`src/rtl/mg_card_press_checker_pkg.sv`:
```
// rtl/mg_card_press_checker_pkg.sv - grid geometry, card state codes and FSM states for the card press checker
package mg_cards_pkg;

  localparam int GRID_X0 = 64;
  localparam int GRID_Y0 = 64;
  localparam int CARD_W  = 200;
  localparam int CARD_H  = 200;
  localparam int PITCH_X = 240;
  localparam int PITCH_Y = 224;
  localparam int COLS    = 4;
  localparam int ROWS    = 3;
  localparam int NUM_CARDS = COLS * ROWS;

  localparam int READ_LATENCY   = 1;
  localparam int LOCKOUT_CYCLES = 16;

  localparam logic [1:0] ST_HIDDEN  = 2'b00;
  localparam logic [1:0] ST_SHOWN   = 2'b01;
  localparam logic [1:0] ST_MATCHED = 2'b10;

  typedef enum logic [1:0] {
    IDLE  = 2'd0,
    WAIT  = 2'd1,
    CHECK = 2'd2
  } press_state_t;

endpackage

```
`src/rtl/mg_card_press_checker_hit_decoder.sv`:
```
// rtl/mg_card_press_checker_hit_decoder.sv - combinational cursor position to card index decoder
module mg_card_hit_decoder
  import mg_cards_pkg::*;
(
  input  logic [11:0] i_x,
  input  logic [11:0] i_y,
  output logic        o_hit,
  output logic [3:0]  o_index
);

  localparam int COL_W = $clog2(COLS);
  localparam int ROW_W = $clog2(ROWS);

  logic signed [12:0] w_dx;
  logic signed [12:0] w_dy;
  logic               w_col_ok;
  logic               w_row_ok;
  logic [COL_W-1:0]   w_col;
  logic [ROW_W-1:0]   w_row;

  assign w_dx = $signed({1'b0, i_x}) - 13'(GRID_X0);
  assign w_dy = $signed({1'b0, i_y}) - 13'(GRID_Y0);

  // Each column/row is a [start, start+size) window; negative offsets never match
  always_comb begin
    w_col_ok = 1'b0;
    w_col    = '0;
    for (int c = 0; c < COLS; c++) begin
      if (w_dx >= 13'(c * PITCH_X) && w_dx < 13'(c * PITCH_X + CARD_W)) begin
        w_col_ok = 1'b1;
        w_col    = COL_W'(c);
      end
    end
  end

  always_comb begin
    w_row_ok = 1'b0;
    w_row    = '0;
    for (int r = 0; r < ROWS; r++) begin
      if (w_dy >= 13'(r * PITCH_Y) && w_dy < 13'(r * PITCH_Y + CARD_H)) begin
        w_row_ok = 1'b1;
        w_row    = ROW_W'(r);
      end
    end
  end

  assign o_hit   = w_col_ok & w_row_ok;
  assign o_index = 4'(w_row * COLS) + 4'(w_col);

endmodule

```
`config.mk`:
```
export PLATFORM = sky130hd
export DESIGN_NAME = mg_card_hit_decoder
export DESIGN_NICKNAME = d
export VERILOG_FILES = /design/src/rtl/mg_card_press_checker_pkg.sv /design/src/rtl/mg_card_press_checker_hit_decoder.sv
export SDC_FILE = /design/constraint.sdc
export NUM_CORES = 1
export LEC_CHECK = 0
export CAP_MARGIN = 25
export CORE_AREA = 2 2 42 44
export DETAILED_ROUTE_END_ITERATION = 10
export DIE_AREA = 0 0 44 46
export DONT_BUFFER_PORTS = 1
export PLACE_DENSITY = 0.6
export SYNTH_ARGS = -nofsm -noshare
export SYNTH_HDL_FRONTEND = slang
export SYNTH_SLANG_ARGS = --single-unit
```
`constraint.sdc`:
```
create_clock -name vclk -period 2.95
set_input_delay 0.59 -clock vclk [all_inputs]
set_output_delay 0.59 -clock vclk [all_outputs]
set_load 0.01 [all_outputs]
```
**After elaboration in Yosys (flattened, before gate mapping)**

Cells that the tools add are included.

- Logic and storage cells: 37
- Output and inout port bits: 5
- Input bits: 24
- Register bits after elaboration: 0

- Order comparisons: 14
- Add/sub/neg operators: 3
- Multiplexer cells: 12
- Reductions and logical operators: 7
- Bitwise gates (word level): 1

Operators by type and width:

| operator | count |
|---|---|
| 13-bit by 11-bit less-than comparator with 1-bit output (second input constant) | 3 |
| 13-bit by 1-bit greater-or-equal comparator with 1-bit output (second input constant) | 2 |
| 13-bit by 10-bit greater-or-equal comparator with 1-bit output (second input constant) | 2 |
| 13-bit by 9-bit greater-or-equal comparator with 1-bit output (second input constant) | 2 |
| 13-bit by 10-bit less-than comparator with 1-bit output (second input constant) | 2 |
| 13-bit by 9-bit less-than comparator with 1-bit output (second input constant) | 2 |
| 12-bit by 7-bit subtractor with 13-bit output (second input constant) | 2 |
| 13-bit by 11-bit greater-or-equal comparator with 1-bit output (second input constant) | 1 |
| 1-bit two-way mux | 9 |
| 1-bit logical AND | 7 |
| 2-bit two-way mux | 3 |
| 4-bit by 2-bit adder with 4-bit output | 1 |
| 1-bit bitwise AND | 1 |

**Depth between registers and ports, before layout**

Gate-level depths: netlist (run 1).

- Word-level depth: 8
- Gate-level depth with buffers: 10
- Mapped depth without buffers: 9

**Worst setup path before layout (run 1)**

OpenSTA, ideal clock, no wires.

- Kind: input port to output port
- Start point: in i_x[6]
- End point: out o_hit
- Data required time: 2360 ps
- Path slack: 81 ps
- Cell stages on the path: 10
- Buffers on the path: 2
- Arrival time: 2279 ps
- Cell sequence: buf_2 -> inv_1 -> ha_1 -> buf_2 -> nor2b_1 -> a32oi_1 -> o31ai_1 -> and4_1 -> ha_1 -> o32a_1

- Cells in the longest elaborated chain, start to end: 8
- Elaborated cells on any way between the ends: 18
- Classes of those cells: 1 x add/sub; 8 x order compare; 4 x mux; 1 x bitwise; 4 x reduce/logical

Ends and longest elaborated chain:

| item | line | source |
|---|---|---|
| start: declaration | mg_card_press_checker_hit_decoder.sv:5 | `input logic [11:0] i_x,` |
| 12-bit by 7-bit subtractor with 13-bit output * | mg_card_press_checker_hit_decoder.sv:21 | `assign w_dx = $signed({1'b0, i_x}) - 13'(GRID_X0);` |
| 13-bit by 1-bit greater-or-equal comparator with 1-bit output / 13-bit by 9-bit less-than comparator with 1-bit output (equally long branches) | mg_card_press_checker_hit_decoder.sv:29 | `if (w_dx >= 13'(c * PITCH_X) && w_dx < 13'(c * PITCH_X + CARD_W)) begin` |
| 1-bit logical AND | mg_card_press_checker_hit_decoder.sv:29 |  |
| 1-bit two-way mux (3 in a row) | mg_card_press_checker_hit_decoder.sv:29 |  |
| 1-bit two-way mux * | mg_card_press_checker_hit_decoder.sv:29 |  |
| 1-bit bitwise AND * | mg_card_press_checker_hit_decoder.sv:47 | `assign o_hit = w_col_ok & w_row_ok;` |
| end: declaration | mg_card_press_checker_hit_decoder.sv:7 | `output logic o_hit,` |

Every way passes the cells marked *; elsewhere a longest branch is shown, timed or not.

**Final worst setup path (run 1)**

Ends and elaborated chain as after synthesis.

==> results.sh, run 1 <==
export IMPL_status="completed"
export IMPL_drv_slew=0
export IMPL_synth_area_leaders="ha_1, o32a_1, inv_1"
export IMPL_placementRows=15
export IMPL_antenna_found_initial=0
export IMPL_critPathRequiredTime_ns=2.36
export IMPL_cp_max_fo=8
export IMPL_final_nets=118
export IMPL_arrival_ns=2.23
export IMPL_synthesis_nets=119
export IMPL_core_area_um2=1610
export IMPL_hpwl_um=1220
export IMPL_yosys_warnings=0
export IMPL_yosys_area_top_type="ha_1"
export IMPL_syn_area_um2=619
export IMPL_grt_util_met1_pct=17.0
export IMPL_track_usage_pct=14.3
export IMPL_path_class="input port to primary output"
export IMPL_clkbuf_count=0
export IMPL_critical_path_slowest_cell="o32a_1"
export IMPL_finalCriticalPeriod_ns=2.82
export IMPL_cp_start_kind="input port"
export IMPL_p_total_w=0.0000748
export IMPL_synth_top_area_share_pct=8.08
export IMPL_cts_hold_buf=0
export IMPL_met2_usage_pct=27.4
export IMPL_max_slew_margin_rel_pct=69.3
export IMPL_wl_um=1460
export IMPL_grt_use_met3_pct=2.78
export IMPL_grt_max_degree=11
export IMPL_die_y_um=46
export IMPL_synthDistinctLibCells=43
export IMPL_post_drt_wl_per_cell_um=13.9
export IMPL_grt_pass1_wl_um=2340
export IMPL_end_kind="primary output"
export IMPL_dieArea_um2=2020
export IMPL_io_pins=29
export IMPL_ys_seq_area_share_pct=0
export IMPL_ir_worst_vdd_v=0.0000552
export IMPL_power_density_nw_per_um2=117
export IMPL_area_growth_pct=2.83
export IMPL_drive_gt1_share_pct=10.2
export IMPL_seq_area_um2=0
export IMPL_syn_inst=91
export IMPL_firstDrtPassIters=4
export IMPL_tightest_slew_ns=0.457
export IMPL_fp_dieW_um=44
export IMPL_power_leakage_nw=0.212
export IMPL_avgSynthCellArea_um2=6.81
export IMPL_max_cap_violations=0
export IMPL_crit_top_cell="ha_1"
export IMPL_drc=0
export IMPL_first_global_vias=608
export IMPL_routabilityCongestion=0.808
export IMPL_whs_ns=1.36
export IMPL_crit_chain="inv_1 -> ha_1 -> nor2b_1 -> a32oi_1 -> o31ai_1 -> and4_1 -> ha_1 -> o32a_1"
export IMPL_instances_no_fill=105
export IMPL_start_util_pct=38.4
export IMPL_design_seq_count=0
export IMPL_antenna_cells=0
export IMPL_vias_per_cell=6.47
export IMPL_drt_antenna_violating_nets=0
export IMPL_timing_fmax_mhz=355
export IMPL_hold_viol=0
export IMPL_finalSetupViolCount=0
export IMPL_grt_busiest_layer="met2"
export IMPL_max_stage_delay_ns=0.39
export IMPL_dp_cells=105
export IMPL_num_vias=679
export IMPL_io_buffers=0
export IMPL_hold_class="input port to primary output"
export IMPL_first_iter_violations=7
export IMPL_overflow=0
export IMPL_post_route_period_util_pct=95.6
==> worst paths after layout <==
path | from | end | cells after the start
setup / recovery | i_x[6] | o_hit | 8
hold / removal | i_y[9] | o_index[3] | 2
==> metrics by stage <==
step | area [um^2] | utilization [%] | worst slack, ns | TNS (ns)
CTS | 623 | 38.6 | 0.0830 | 0
floorplan | 619 | - | 0.0806 | 0
global placement | 623 | 38.6 | 0.114 | 0
global route | 637 | 39.5 | -0.00919 | -0.00919
finish | 637 | 39.5 | 0.130 | 0
detailed placement | 623 | 38.6 | 0.0873 | 0
==> cells in the mapped netlist, types with 2 or more instances <==
| library cell | number |
|---|---|
| o32a_1 | 4 |
| nor3_1 | 3 |
| nand2_1 | 2 |
| nand3b_1 | 3 |
| buf_2 | 2 |
| xnor2_1 | 3 |
| ha_1 | 4 |
| or3_1 | 4 |
| or2_1 | 2 |
| a31oi_1 | 3 |
| inv_1 | 8 |
| nor2_1 | 5 |
| a21oi_1 | 5 |
| xor2_1 | 2 |
| nand2b_1 | 2 |
| and3_1 | 2 |
| or2_2 | 2 |
| nor2b_1 | 3 |
| nand3_1 | 2 |
| o21ai_0 | 4 |
| nor4_1 | 3 |
| or4_1 | 2 |
==> layout by cell type, fill, tap and decap left out, types with 2 or more instances in the layout <==
| cell type | synthesis | routed |
|---|---|---|
| o32a_1 | 4 | 4 |
| xnor2_1 | 3 | 3 |
| nand3b_1 | 3 | 3 |
| nor4_1 | 3 | 2 |
| nand3_1 | 2 | 2 |
| nand2b_1 | 2 | 2 |
| nor3_1 | 3 | 3 |
| a21oi_1 | 5 | 5 |
| and3_1 | 2 | 2 |
| nor2b_1 | 3 | 3 |
| nand2_1 | 2 | 2 |
| inv_1 | 8 | 8 |
| a31oi_1 | 3 | 3 |
| o21ai_0 | 4 | 4 |
| or2_2 | 2 | 2 |
| or4_1 | 2 | 2 |
| nor4_2 | 1 | 2 |
| or2_1 | 2 | 2 |
| or3_1 | 4 | 4 |
| ha_1 | 4 | 4 |
| nor2_1 | 5 | 5 |
==> metal layers <==
layer / up-vias / part of all wire (%) / routed length [um]
li1: 351 / - / -
met2: 18 / 51 / 749
met3: 0 / 6.4 / 94
met5: - / 0 / 0
met4: 0 / 0 / 0
met1: 310 / 42 / 619
==> final cells by class <==
cell class | instances | area (um^2)
fill | 175 | 977
multi-input combinational | 80 | 586
inverter | 8 | 30.0
tap | 17 | 21.3
==> kinds of logic (layout without fill, tap and decap cells) <==
family / after synthesis / in the layout / synth area share, %
adder cells (fa/ha/maj): 4 / 4 / 8.08
AO/OA/AOI/OAI: 29 / 29 / 33.7
buffers and inverters: 11 / 8 / 7.68
AND/OR/NAND/NOR: 41 / 41 / 41.8
multiplexers: 1 / 1 / 1.62
XOR/XNOR: 5 / 5 / 7.07
==> power breakdown <==
group          switching (W)  internal, W   total, W
clock network              0            0          0
registers                  0            0          0
logic              0.0000396    0.0000352  0.0000748
total              0.0000396    0.0000352  0.0000748
==> worst max-delay path, delay by kind of cell <==
kind,cells,cell delay [ns]
compound gates,3,0.72
fa+ha+maj,2,0.48
buf+inv,1,0.03
simple gates,2,0.41
==> what timing repair did <==
| item | in CTS | in global routing |
|---|---|---|
| gates resized for setup | 0 | 2 |
| endpoints found under the setup margin | 0 | 1 |
| setup buffers | 0 | 0 |
Note: power is estimated with default switching activity, not from simulation.
==> inputs of run 2 (changes only) <==
--- a/config.mk
+++ b/config.mk
@@ -10,7 +10,7 @@
 export DETAILED_ROUTE_END_ITERATION = 10
 export DIE_AREA = 0 0 44 46
 export DONT_BUFFER_PORTS = 1
-export PLACE_DENSITY = 0.6
+export PLACE_DENSITY = 0.62
 export SYNTH_ARGS = -nofsm -noshare
 export SYNTH_HDL_FRONTEND = slang
 export SYNTH_SLANG_ARGS = --single-unit
==> constraint.sdc (replaced) <==
create_clock -name vclk -period 2.3
set_input_delay 0.46 -clock vclk [all_inputs]
set_output_delay 0.46 -clock vclk [all_outputs]
set_load 0.01 [all_outputs]
==> run 2 against run 1 <==
Net effect:
- the run now ends with negative setup slack left
- sequential share of layout area is the same
- global-route usage up 4.4 points
- worst setup slack worse by 0.21 ns
- non-clock buffer count increased by 14
- die area unchanged
- hold slack got worse by 0.22 ns
- critical path type unchanged
- critical endpoint unchanged
- largest cell class unchanged
- highest routed layer is now met4
==> results.sh, run 2 (synthesized netlist as in run 1, its figures left out) <==
export IMPL_status="finished with violations"
export IMPL_violations="negative setup slack"
export IMPL_track_usage_pct=18.7
export IMPL_dieArea_um2=2020
export IMPL_cp_start_kind="input port"
export IMPL_antenna_cells=0
export IMPL_max_cap_violations=0
export IMPL_fp_dieW_um=44
export IMPL_drv_slew=0
export IMPL_setup_tns_final_ns=-0.0791
export IMPL_grt_max_degree=11
export IMPL_first_iter_violations=13
export IMPL_grt_pass1_wl_um=2960
export IMPL_wl_um=1830
export IMPL_routabilityCongestion=0.794
export IMPL_design_seq_count=0
export IMPL_critPathRequiredTime_ns=1.84
export IMPL_hold_viol=0
export IMPL_io_pins=29
export IMPL_io_buffers=0
export IMPL_path_class="input port to primary output"
export IMPL_seq_area_um2=0
export IMPL_end_kind="primary output"
export IMPL_timing_fmax_mhz=420
export IMPL_multi_input_area_um2=712
export IMPL_final_common_cell="buf_4"
export IMPL_fin_util_pct=56.0
export IMPL_die_y_um=46
export IMPL_finalCriticalPeriod_ns=2.38
export IMPL_drc=0
export IMPL_cp_max_fo=3
export IMPL_arrival_ns=1.92
export IMPL_power_density_nw_per_um2=161
export IMPL_first_global_vias=724
export IMPL_ir_worst_vdd_v=0.0000770
export IMPL_overflow=0
export IMPL_area_growth_pct=45.9
export IMPL_post_drt_wl_per_cell_um=15.4
export IMPL_rsz0062_at_grt="yes"
export IMPL_cts_hold_buf=0
export IMPL_start_util_pct=38.4
export IMPL_drive_gt1_share_pct=40.2
export IMPL_power_leakage_nw=0.317
export IMPL_finalSetupViolCount=1
export IMPL_max_slew_margin_rel_pct=73.1
export IMPL_final_nets=132
export IMPL_drt_antenna_violating_nets=0
export IMPL_setup_ws_ns=-0.0791
export IMPL_core_area_um2=1610
export IMPL_tightest_slew_ns=0.400
export IMPL_antenna_found_initial=0
export IMPL_vias_per_cell=6.39
export IMPL_layout_common_cells="buf_4, nor2_1, inv_1, a21oi_1"
export IMPL_clkbuf_count=0
export IMPL_num_vias=760
export IMPL_placementRows=15
export IMPL_hold_class="input port to primary output"
export IMPL_fillers=158
export IMPL_firstDrtPassIters=4
export IMPL_hpwl_um=1340
export IMPL_post_route_period_util_pct=103
run 2: cell types whose count changed in the layout (fill, tap and decap cells not counted), moves of 2 or more:
cell / change
buf_6: +2
ha_4: +3
nor2b_4: +2
clkinv_8: +2
or4_1: -2
nor2b_1: -2
ha_1: -4
or4_4: +2
buf_4: +12
inv_1: -3
run 2: layout make-up:
type / instances / area share (%)
tap: 17 / 2.35
inverter: 8 / 6.37
timing repair buffer: 14 / 12.5
multi-input combinational: 80 / 78.8
run 2: final timing paths:
| path | from | endpoint | slack [ns] | depth (start not counted) |
|---|---|---|---|---|
| max | i_y[7] | o_hit | -0.08 | 9 |
| min | i_y[11] | o_index[2] | 1.14 | 2 |
run 2: per-stage QoR:
step | cells | cell area, um^2 | setup slack (ns) | hold WS (ns) | total power [W]
2_1_floorplan | 91 | 676 | -0.111 | 1.09 | 0.0000946
3_3_place_gp | 117 | 753 | -0.105 | 1.12 | 0.000119
3_5_place_dp | 117 | 753 | -0.142 | 1.13 | 0.000122
4_1_cts | 119 | 861 | -0.0947 | 1.15 | 0.000140
5_1_grt | 119 | 903 | -0.132 | 1.16 | 0.000159
6_report | 119 | 903 | -0.0791 | 1.14 | 0.000146
run 2: metal layers:
layer	GRT usage [%]	share of wire, %	vias to the layer above
li1	-	-	376
met1	21.4	40	362
met2	37.1	55	20
met3	1.19	3.3	2
met4	4.24	1.0	0
met5	0	0	-
run 2: where the power goes:
part | switching [W] | internal [W]
combinational | 0.0000646 | 0.0000810
sequential | 0 | 0
clock | 0 | 0
run 2: timing repair:
action | CTS | global route
hold endpoints to repair | 0 | 0
buffers inserted | 2 | 0
pin swaps | 7 | 3
setup endpoints to repair | 2 | 3
resized for setup | 22 | 7
run 2: critical path: stages:
cell and delay [ns]:
clkinv_8 0.02, ha_4 0.12, buf_6 0.09, buf_6 0.09, nand2b_4 0.05, or4_4 0.50, ha_4 0.19, a31o_4 0.19
o32a_1 0.19
==> inputs of run 3 (changes only) <==
--- a/config.mk
+++ b/config.mk
@@ -6,11 +6,13 @@
 export NUM_CORES = 1
 export LEC_CHECK = 0
 export CAP_MARGIN = 25
-export CORE_AREA = 2 2 42 44
+export CELL_PAD_IN_SITES_DETAIL_PLACEMENT = 2
+export CELL_PAD_IN_SITES_GLOBAL_PLACEMENT = 2
+export CORE_AREA = 2 2 48 50
 export DETAILED_ROUTE_END_ITERATION = 10
-export DIE_AREA = 0 0 44 46
+export DIE_AREA = 0 0 50 52
 export DONT_BUFFER_PORTS = 1
-export PLACE_DENSITY = 0.62
+export PLACE_DENSITY = 0.83
 export SYNTH_ARGS = -nofsm -noshare
 export SYNTH_HDL_FRONTEND = slang
 export SYNTH_SLANG_ARGS = --single-unit
==> run 3 against run 2 <==
Net effect:
- the run still ends with negative setup slack left
- non-clock buffer count increased by 3
- final area increased by 6.6%
- sequential cell count unchanged
- maximum frequency decreased by 1.1%
- first-iteration DRC count decreased by 31%
- cell count increased by 12%
==> results.sh, run 3 (synthesized netlist as in run 1, its figures left out) <==
export IMPL_power_leakage_nw=0.335
export IMPL_status="finished with violations"
export IMPL_vias_per_cell=5.89
export IMPL_area_growth_pct=55.6
export IMPL_cp_max_fo=5
export IMPL_final_nets=135
export IMPL_ir_worst_vdd_v=0.0000878
export IMPL_path_class="input port to primary output"
export IMPL_io_buffers=0
export IMPL_design_seq_count=0
export IMPL_hold_viol=0
export IMPL_critPathRequiredTime_ns=1.84
export IMPL_finalSetupViolCount=1
export IMPL_finalCriticalPeriod_ns=2.40
export IMPL_clkbuf_count=0
export IMPL_arrival_ns=1.94
export IMPL_die_y_um=52
export IMPL_firstDrtPassIters=4
export IMPL_io_pins=29
export IMPL_drt_antenna_violating_nets=0
export IMPL_core_area_um2=2110
export IMPL_routabilityCongestion=0.760
export IMPL_grt_use_met3_pct=1.44
export IMPL_first_global_vias=866
export IMPL_power_density_nw_per_um2=170
export IMPL_dp_cells=128
export IMPL_grt_pass1_wl_um=3970
export IMPL_timing_fmax_mhz=416
export IMPL_antenna_cells=0
export IMPL_overflow=0
export IMPL_path_delay_family="simple AND/OR/NAND/NOR gates"
export IMPL_end_kind="primary output"
export IMPL_violations="negative setup slack"
export IMPL_drv_slew=0
export IMPL_tightest_slew_ns=0.421
export IMPL_instances_no_fill=133
export IMPL_p_total_w=0.000164
export IMPL_layout_common_cells="buf_4, a21oi_1"
export IMPL_dieArea_um2=2600
export IMPL_track_usage_pct=19.2
export IMPL_wl_um=2550
export IMPL_setup_ws_ns=-0.105
export IMPL_antenna_found_initial=0
export IMPL_hpwl_um=1790
export IMPL_fin_area_um2=963
export IMPL_seq_area_um2=0
export IMPL_fp_dieW_um=50
export IMPL_max_cap_violations=0
export IMPL_max_stage_delay_ns=0.35
export IMPL_grt_max_degree=11
export IMPL_placementRows=17
export IMPL_rsz0062_at_grt="yes"
export IMPL_start_util_pct=29.4
export IMPL_first_iter_violations=9
export IMPL_grt_busiest_layer="met2"
export IMPL_crit_chain="inv_12 -> ha_4 -> buf_6 -> buf_6 -> nand3b_1 -> or3_4 -> nand3_2 -> and3_4 -> ha_4 -> a31o_4 -> o32a_1"
export IMPL_post_route_period_util_pct=105
export IMPL_drive_gt1_share_pct=46.7
export IMPL_post_drt_wl_per_cell_um=19.2
export IMPL_final_common_cell="buf_4"
export IMPL_drc=0
export IMPL_grt_util_met1_pct=21.8
export IMPL_met2_usage_pct=40.4
export IMPL_critPathBufInv=3
export IMPL_fillers=231
export IMPL_placed_area_um2=767
export IMPL_num_vias=783
export IMPL_cp_start_kind="input port"
export IMPL_critical_path_slowest_cell="or3_4"
export IMPL_hold_class="input port to primary output"
export IMPL_max_slew_margin_rel_pct=71.8
export IMPL_fin_util_pct=45.8
[run 3: final cells by class]
class                      count  area (um^2)  share of cell area (%)
inverter                       8         57.6                    5.97
tap                           28         35.0                    3.64
multi-input combinational     80          736                    76.4
timing repair buffer          17          135                    14.0
[run 3: metrics by stage]
| stage | setup TNS (ns) | hold WS, ns | worst slack, ns |
|---|---|---|---|
| 5_1_grt | -0.181 | 1.17 | -0.163 |
| 3_3_place_gp | -0.129 | 1.12 | -0.129 |
| 4_1_cts | -0.104 | 1.14 | -0.104 |
| 2_1_floorplan | -0.111 | 1.09 | -0.111 |
| 3_5_place_dp | -0.174 | 1.13 | -0.148 |
| 6_report | -0.105 | 1.14 | -0.105 |
[run 3: report_power, final]
group,internal (W),switching [W]
logic,0.0000889,0.0000748
clock network,0,0
registers,0,0
[run 3: path summary, 6_finish.rpt]
path / slack, ns / startpoint / to / cells after the start
min: 1.14 / i_y[11] / o_index[2] / 2
max: -0.10 / i_y[6] / o_hit / 11
[run 3: metal layers]
| metal | vias up | share of wire [%] |
|---|---|---|
| met5 | - | 0 |
| met4 | 0 | 0 |
| met3 | 0 | 3.4 |
| met2 | 18 | 60 |
| met1 | 383 | 37 |
| li1 | 382 | - |
[run 3: repair_timing]
item,4_1_cts,5_1_grt
resized for setup,19,15
buffers inserted,2,3
pin swaps,5,8
hold buffers,0,0
endpoints found under the setup margin,3,3
